==> src/rtl/mips16_pkg.sv <==
// Shared definitions for the 16-bit MIPS pipeline: opcode encoding, flag
// bit positions and the memory/write-back stage FSM encoding.
package mips16_pkg;

    localparam logic [5:0] OP_ADD = 6'd0;
    localparam logic [5:0] OP_SUB = 6'd1;
    localparam logic [5:0] OP_MOV = 6'd2;
    localparam logic [5:0] OP_AND = 6'd3;
    localparam logic [5:0] OP_OR  = 6'd4;
    localparam logic [5:0] OP_XOR = 6'd5;
    localparam logic [5:0] OP_NOT = 6'd6;
    localparam logic [5:0] OP_ADI = 6'd7;
    localparam logic [5:0] OP_SBI = 6'd8;
    localparam logic [5:0] OP_MVI = 6'd9;
    localparam logic [5:0] OP_ANI = 6'd10;
    localparam logic [5:0] OP_ORI = 6'd11;
    localparam logic [5:0] OP_XRI = 6'd12;
    localparam logic [5:0] OP_NTI = 6'd13;
    localparam logic [5:0] OP_RET = 6'd14;
    localparam logic [5:0] OP_HLT = 6'd15;
    localparam logic [5:0] OP_LD  = 6'd16;
    localparam logic [5:0] OP_ST  = 6'd17;
    localparam logic [5:0] OP_IN  = 6'd18;
    localparam logic [5:0] OP_OUT = 6'd19;
    localparam logic [5:0] OP_JMP = 6'd20;
    localparam logic [5:0] OP_LS  = 6'd21;
    localparam logic [5:0] OP_RS  = 6'd22;
    localparam logic [5:0] OP_RSA = 6'd23;
    localparam logic [5:0] OP_JV  = 6'd24;
    localparam logic [5:0] OP_JNV = 6'd25;
    localparam logic [5:0] OP_JZ  = 6'd26;
    localparam logic [5:0] OP_JNZ = 6'd27;

    localparam int FLAG_OVF  = 0;
    localparam int FLAG_ZERO = 1;

    typedef enum logic {
        ST_RUN  = 1'b0,
        ST_HALT = 1'b1
    } wb_state_t;

    // Opcodes that write the register file (LD included).
    function automatic logic writes_back(input logic [5:0] op);
        logic res;
        case (op)
            OP_ADD, OP_SUB, OP_MOV, OP_AND, OP_OR, OP_XOR, OP_NOT,
            OP_ADI, OP_SBI, OP_MVI, OP_ANI, OP_ORI, OP_XRI, OP_NTI,
            OP_LD, OP_IN, OP_LS, OP_RS, OP_RSA: res = 1'b1;
            default:                            res = 1'b0;
        endcase
        return res;
    endfunction

endpackage

==> src/rtl/dm_ram.sv <==
// Single-port synchronous data RAM; registered read, read-during-write
// returns the previous contents. Contents are not reset.
module dm_ram #(
    parameter int DEPTH = 256,
    parameter int AW    = 8
) (
    input  logic          clk,
    input  logic          we,
    input  logic [AW-1:0] addr,
    input  logic [15:0]   wdata,
    output logic [15:0]   rdata
);

    logic [15:0] mem_r [DEPTH];

    // Write port and registered (old-data) read port.
    always_ff @(posedge clk) begin
        if (we) begin
            mem_r[addr] <= wdata;
        end
        rdata <= mem_r[addr];
    end

endmodule

==> src/rtl/mem_wb_stage.sv <==
// Memory-access / write-back stage: loads and stores against dm_ram,
// conditional jump resolution, register-file write port and halt state.
module mem_wb_stage
    import mips16_pkg::*;
#(
    parameter int DM_DEPTH = 256,
    parameter int DM_AW    = 8,
    parameter int RF_AW    = 3
) (
    input  logic             clk,
    input  logic             reset,
    input  logic [5:0]       op_ex,
    input  logic [15:0]      ans_ex,
    input  logic [15:0]      DM_data,
    input  logic [1:0]       flag_ex,
    input  logic [RF_AW-1:0] rd_ex,
    input  logic [15:0]      target_ex,
    output logic             wb_en,
    output logic [RF_AW-1:0] wb_addr,
    output logic [15:0]      wb_data,
    output logic             jump_taken,
    output logic [15:0]      jump_addr,
    output logic             addr_err,
    output logic             halted
);

    wb_state_t        state_r, state_s;
    logic             wb_en_r, wb_en_s;
    logic [RF_AW-1:0] wb_addr_r, wb_addr_s;
    logic [15:0]      wb_data_r, wb_data_s;
    logic             ld_sel_r, ld_sel_s;
    logic             jump_taken_r, jump_taken_s;
    logic [15:0]      jump_addr_r, jump_addr_s;
    logic             addr_err_r, addr_err_s;
    logic             mem_we_s;
    logic             range_err_s;
    logic             is_ld_s, is_st_s, cond_s;
    logic [15:0]      ram_rdata_s;

    assign range_err_s = ((ans_ex >> DM_AW) != 16'd0);
    assign is_ld_s     = (op_ex == OP_LD);
    assign is_st_s     = (op_ex == OP_ST);

    // Jump condition from opcode and flags.
    always_comb begin
        cond_s = 1'b0;
        case (op_ex)
            OP_JMP:  cond_s = 1'b1;
            OP_JV:   cond_s = flag_ex[FLAG_OVF];
            OP_JNV:  cond_s = ~flag_ex[FLAG_OVF];
            OP_JZ:   cond_s = flag_ex[FLAG_ZERO];
            OP_JNZ:  cond_s = ~flag_ex[FLAG_ZERO];
            default: cond_s = 1'b0;
        endcase
    end

    // Next-state and next-output computation; HALT freezes all side effects.
    always_comb begin
        state_s      = state_r;
        wb_en_s      = 1'b0;
        wb_addr_s    = wb_addr_r;
        wb_data_s    = wb_data_r;
        ld_sel_s     = 1'b0;
        jump_taken_s = 1'b0;
        jump_addr_s  = jump_addr_r;
        addr_err_s   = addr_err_r;
        mem_we_s     = 1'b0;
        case (state_r)
            ST_RUN: begin
                if (op_ex == OP_HLT) begin
                    state_s = ST_HALT;
                end else begin
                    state_s = ST_RUN;
                end
                if (writes_back(op_ex)) begin
                    wb_en_s   = 1'b1;
                    wb_addr_s = rd_ex;
                    wb_data_s = (is_ld_s && range_err_s) ? 16'd0 : ans_ex;
                    ld_sel_s  = is_ld_s && !range_err_s;
                end else begin
                    wb_en_s   = 1'b0;
                end
                if (cond_s) begin
                    jump_taken_s = 1'b1;
                    jump_addr_s  = target_ex;
                end else begin
                    jump_taken_s = 1'b0;
                end
                if ((is_ld_s || is_st_s) && range_err_s) begin
                    addr_err_s = 1'b1;
                end else begin
                    addr_err_s = addr_err_r;
                end
                // A store coinciding with reset must not reach the RAM.
                mem_we_s = reset && is_st_s && !range_err_s;
            end
            ST_HALT: state_s = ST_HALT;
            default: state_s = ST_RUN;
        endcase
    end

    // Stage registers with synchronous active-low reset.
    always_ff @(posedge clk) begin
        if (!reset) begin
            state_r      <= ST_RUN;
            wb_en_r      <= 1'b0;
            wb_addr_r    <= '0;
            wb_data_r    <= 16'd0;
            ld_sel_r     <= 1'b0;
            jump_taken_r <= 1'b0;
            jump_addr_r  <= 16'd0;
            addr_err_r   <= 1'b0;
        end else begin
            state_r      <= state_s;
            wb_en_r      <= wb_en_s;
            wb_addr_r    <= wb_addr_s;
            wb_data_r    <= wb_data_s;
            ld_sel_r     <= ld_sel_s;
            jump_taken_r <= jump_taken_s;
            jump_addr_r  <= jump_addr_s;
            addr_err_r   <= addr_err_s;
        end
    end

    dm_ram #(
        .DEPTH (DM_DEPTH),
        .AW    (DM_AW)
    ) u_dm_ram (
        .clk   (clk),
        .we    (mem_we_s),
        .addr  (ans_ex[DM_AW-1:0]),
        .wdata (DM_data),
        .rdata (ram_rdata_s)
    );

    // Load data comes straight from the RAM's output register.
    assign wb_data    = ld_sel_r ? ram_rdata_s : wb_data_r;
    assign wb_en      = wb_en_r;
    assign wb_addr    = wb_addr_r;
    assign jump_taken = jump_taken_r;
    assign jump_addr  = jump_addr_r;
    assign addr_err   = addr_err_r;
    assign halted     = (state_r == ST_HALT);

endmodule

==> config.mk <==
export PLATFORM = sky130hd
export DESIGN_NAME = mem_wb_stage
export DESIGN_NICKNAME = d
export VERILOG_FILES = /design/src/rtl/mips16_pkg.sv /design/src/rtl/dm_ram.sv /design/src/rtl/mem_wb_stage.sv
export SDC_FILE = /design/constraint.sdc
export NUM_CORES = 2
export LEC_CHECK = 0
export BUFFER_PORTS_ARGS = -buffer_cell sky130_fd_sc_hd__buf_2
export CORE_ASPECT_RATIO = 1.1
export CORE_MARGIN = 2
export CORE_UTILIZATION = 35
export DETAILED_ROUTE_END_ITERATION = 6
export HOLD_SLACK_MARGIN = 0.02
export SLEW_MARGIN = 20
export SYNTH_ARGS = -nofsm -noshare
export SYNTH_HDL_FRONTEND = slang
export SYNTH_MEMORY_MAX_BITS = 65536
export SYNTH_SLANG_ARGS = --single-unit
export TNS_END_PERCENT = 50
==> constraint.sdc <==
create_clock -name clk -period 8.1 [get_ports clk]
set_input_delay 1.215 -clock clk [delete_from_list [all_inputs] [get_ports clk]]
set_output_delay 1.215 -clock clk [all_outputs]
set_load 0.005 [all_outputs]
==> flow_metrics.tcl <==
set metrics [dict create \
    grt_max_degree 166 \
    ctsLongestPathBuffers 4 \
    final_max_slew_viol_count 0 \
    io_buffers 99 \
    dp.cells 12927 \
    critPathLaunchType "primary input" \
    wirelength_um 413000 \
    antenna_found_initial 28 \
    timing.rr.end "u_dm_ram.mem_r[52][12]" \
    drtIter0Drc 9612 \
    track_usage_pct 17.7 \
    hold_ws_ns 0.466 \
    regArea_um2 124000 \
    ir_drop_mv 0.181 \
    postCtsHoldBufs 0 \
    final_area_um2 180000 \
    cp_data_required_time_ns 8.72 \
    ys.flop_type "edfxtp_1" \
    cts_resized 0 \
    chipHeight_um 706 \
    p_leak_nw 54.5 \
    final_hold_viol_count 0 \
    setup_viol 0 \
    slowest_stage "nand3b_1" \
    cts_tree "done" \
    arrival_ns 5.33 \
    timing.fmax_mhz 212 \
    power_mw 43.6 \
    criticalPathCategory "primary input to register" \
    cts_made_buffers 395 \
    yosys.cell_types.count 37 \
    worst_slew_pin_slew_ns 1.19 \
    period_needed_ns 4.71 \
    fin_crit_sh_pct 58.1 \
    num_rows 257 \
    hold_class "register to register" \
    dpl-instance-area_um2 167000 \
    drt_pass1_iterations 6 \
    final.setup.worst_slack_ns 3.39 \
    dp_hpwl_um 238000 \
    status "finished clean" \
    timing.rr.start "halted" \
    r2r_setup_slack_ns 3.99 \
    coreArea_um2 446000 \
    clock_latency_ns 0.95 \
    cts_max_level 5 \
    fin_util_pct 40.3 \
    wire_per_inst_um 30.2 \
    finalClockSkew_ns 0.0642 \
    pin_count 100 \
    relSlewSlack_pct 20.2 \
    die_area_um2 454000 \
    worstHoldStart "wb_addr[1]" \
    dp_slack_ns 2.51 \
    syn_inst 6908 \
    multi_input_area_um2 31500 \
    drc_errors 0 \
    drt-vias-per-instance 5.54 \
    vias 75686 \
    grt_overflow_total 0 \
    rsz0062_at_grt "false" \
    cp_slowest_stage_delay_ns 0.73 \
    netlist_area_um2 157000 \
    cts-root-buf "clkbuf_16" \
    grt_pass1_vias 76383 \
    finalSetupTns_ns 0 \
    antenna_left 0 \
    powerDensity_nw_per_um2 242 \
    nets 7430 \
    die_x_um 643 \
    place_congestion 0.817 \
    drive_gt1_share_pct 28.1 \
    syn_nets 6969 \
    start_util_pct 35.2 \
    cts_sinks 4152 \
    syn_area_per_cell_um2 22.7 \
    path_clk_slew_ns 0.07 \
    seq_area_frac_synth_pct 79.1 \
    cp-end-kind "register" \
    fin_cells 13662 \
    synthToLayoutAreaGrowth_pct 14.4 \
    hold_end "wb_addr[1]" \
    rr_worst_depth 6 \
    max-cap-violations 0 \
    n_fill_cell 38740 \
    cts_setup_buffers 0 \
    synth_seq_cells 4152 \
    async_flop_share_pct 0 \
    synth_edf_count 4096 \
    hold_depth 2 \
    crit_top_cell "buf_4" \
    critPathMaxFanout 40 \
    crit_chain "buf_2, buf_4, nand4b_1, nor3_2, nand3b_1, buf_4, nor2_1, buf_4" \
    yosysWarnings 0 \
    grt_pass1_wl_um 582000 \
]
## critical path: cells and delay by family
family / cells / cell delay (ns)
simple gates: 4 / 2.63
buf+inv: 4 / 1.44
## cell usage after synthesis, drive strengths merged (13+ instances only)
| master | count | share of area [%] |
|---|---|---|
| o41ai | 64 | 0.36 |
| nand3 | 28 | 0.089 |
| nor2b | 17 | 0.068 |
| buf | 152 | 0.46 |
| clkbuf | 276 | 0.66 |
| nand4 | 18 | 0.072 |
| dfxtp | 56 | 0.71 |
| nor2 | 262 | 0.63 |
| nand2 | 23 | 0.055 |
| mux2 | 17 | 0.12 |
| a21boi | 19 | 0.091 |
| a21oi | 256 | 0.82 |
| edfxtp | 4096 | 78 |
| a22oi | 520 | 2.5 |
| o21ai | 19 | 0.061 |
| and2 | 13 | 0.052 |
| mux4 | 1024 | 15 |
## cell families (layout without fill, tap and decap cells)
| logic type | count (synthesis) | after routing | synth area share, % |
|---|---|---|---|
| compound gates | 891 | 891 | 3.88 |
| buf+inv | 429 | 1206 | 1.12 |
| flops | 4152 | 4152 | 79.1 |
| mux | 1041 | 1041 | 14.8 |
| other cells | 0 | 20 | 0 |
| simple gates | 395 | 395 | 1.12 |
## where the power goes
| part | internal, mW | switching, mW |
|---|---|---|
| combinational | 0.657 | 1.29 |
| sequential | 23.6 | 0.0254 |
| clock | 10.1 | 7.87 |
| total | 34.4 | 9.18 |
## routing by layer
layer	global-route usage, %	vias to the layer above	routed length (um)	share of wire, %
li1	-	30618	-	-
met1	23.9	41005	164000	40
met3	3.08	654	32000	7.7
met5	0	-	89	0.022
met4	6.26	14	14700	3.6
met2	29.1	3395	202000	49
## cells in the final DEF (no fill, tap or decap), drive strengths merged, types with 56 or more instances in the layout
cell,netlist,layout
clkbuf,276,487
nor2,262,262
buf,152,492
clkinv,0,163
o41ai,64,64
a21oi,256,256
dfxtp,56,56
edfxtp,4096,4096
mux4,1024,1024
a22oi,520,520
## state kept, by name, indices dropped and copies added (netlist names)
| register | count |
|---|---|
| wb_en | 1 |
| u_dm_ram.mem_r | 4096 |
| jump_taken | 1 |
| jump_addr | 16 |
| wb_data_r | 16 |
| addr_err | 1 |
| ld_sel_r | 1 |
| wb_addr | 3 |
| u_dm_ram.rdata | 16 |
| halted | 1 |
## worst max-delay path by stage
stage / startpoint / to / slack (ns) / cells after the start
after global placement: ans_ex[0] / u_dm_ram.rdata[1] / 2.30 / 8
after floorplan: ans_ex[0] / u_dm_ram.mem_r[107][0] / 4.22 / 9
final: reset / u_dm_ram.mem_r[52][12] / 3.39 / 8
after CTS: reset / u_dm_ram.mem_r[52][12] / 3.47 / 8
after detailed placement: reset / u_dm_ram.mem_r[52][12] / 2.51 / 8
after global routing: reset / u_dm_ram.mem_r[52][11] / 3.22 / 8
## final cells by class
class                           count  share of cell area [%]
Antenna cell                       20                  0.0279
Sequential cell                  4152                    69.1
Multi-Input combinational cell   2327                    17.6
Clock inverter                    226                    1.06
Tap cell                         5957                    4.15
Inverter                            1                 0.00209
Clock buffer                      487                    5.84
Timing Repair Buffer              492                    2.28
Power figures use the tool's default switching activity.
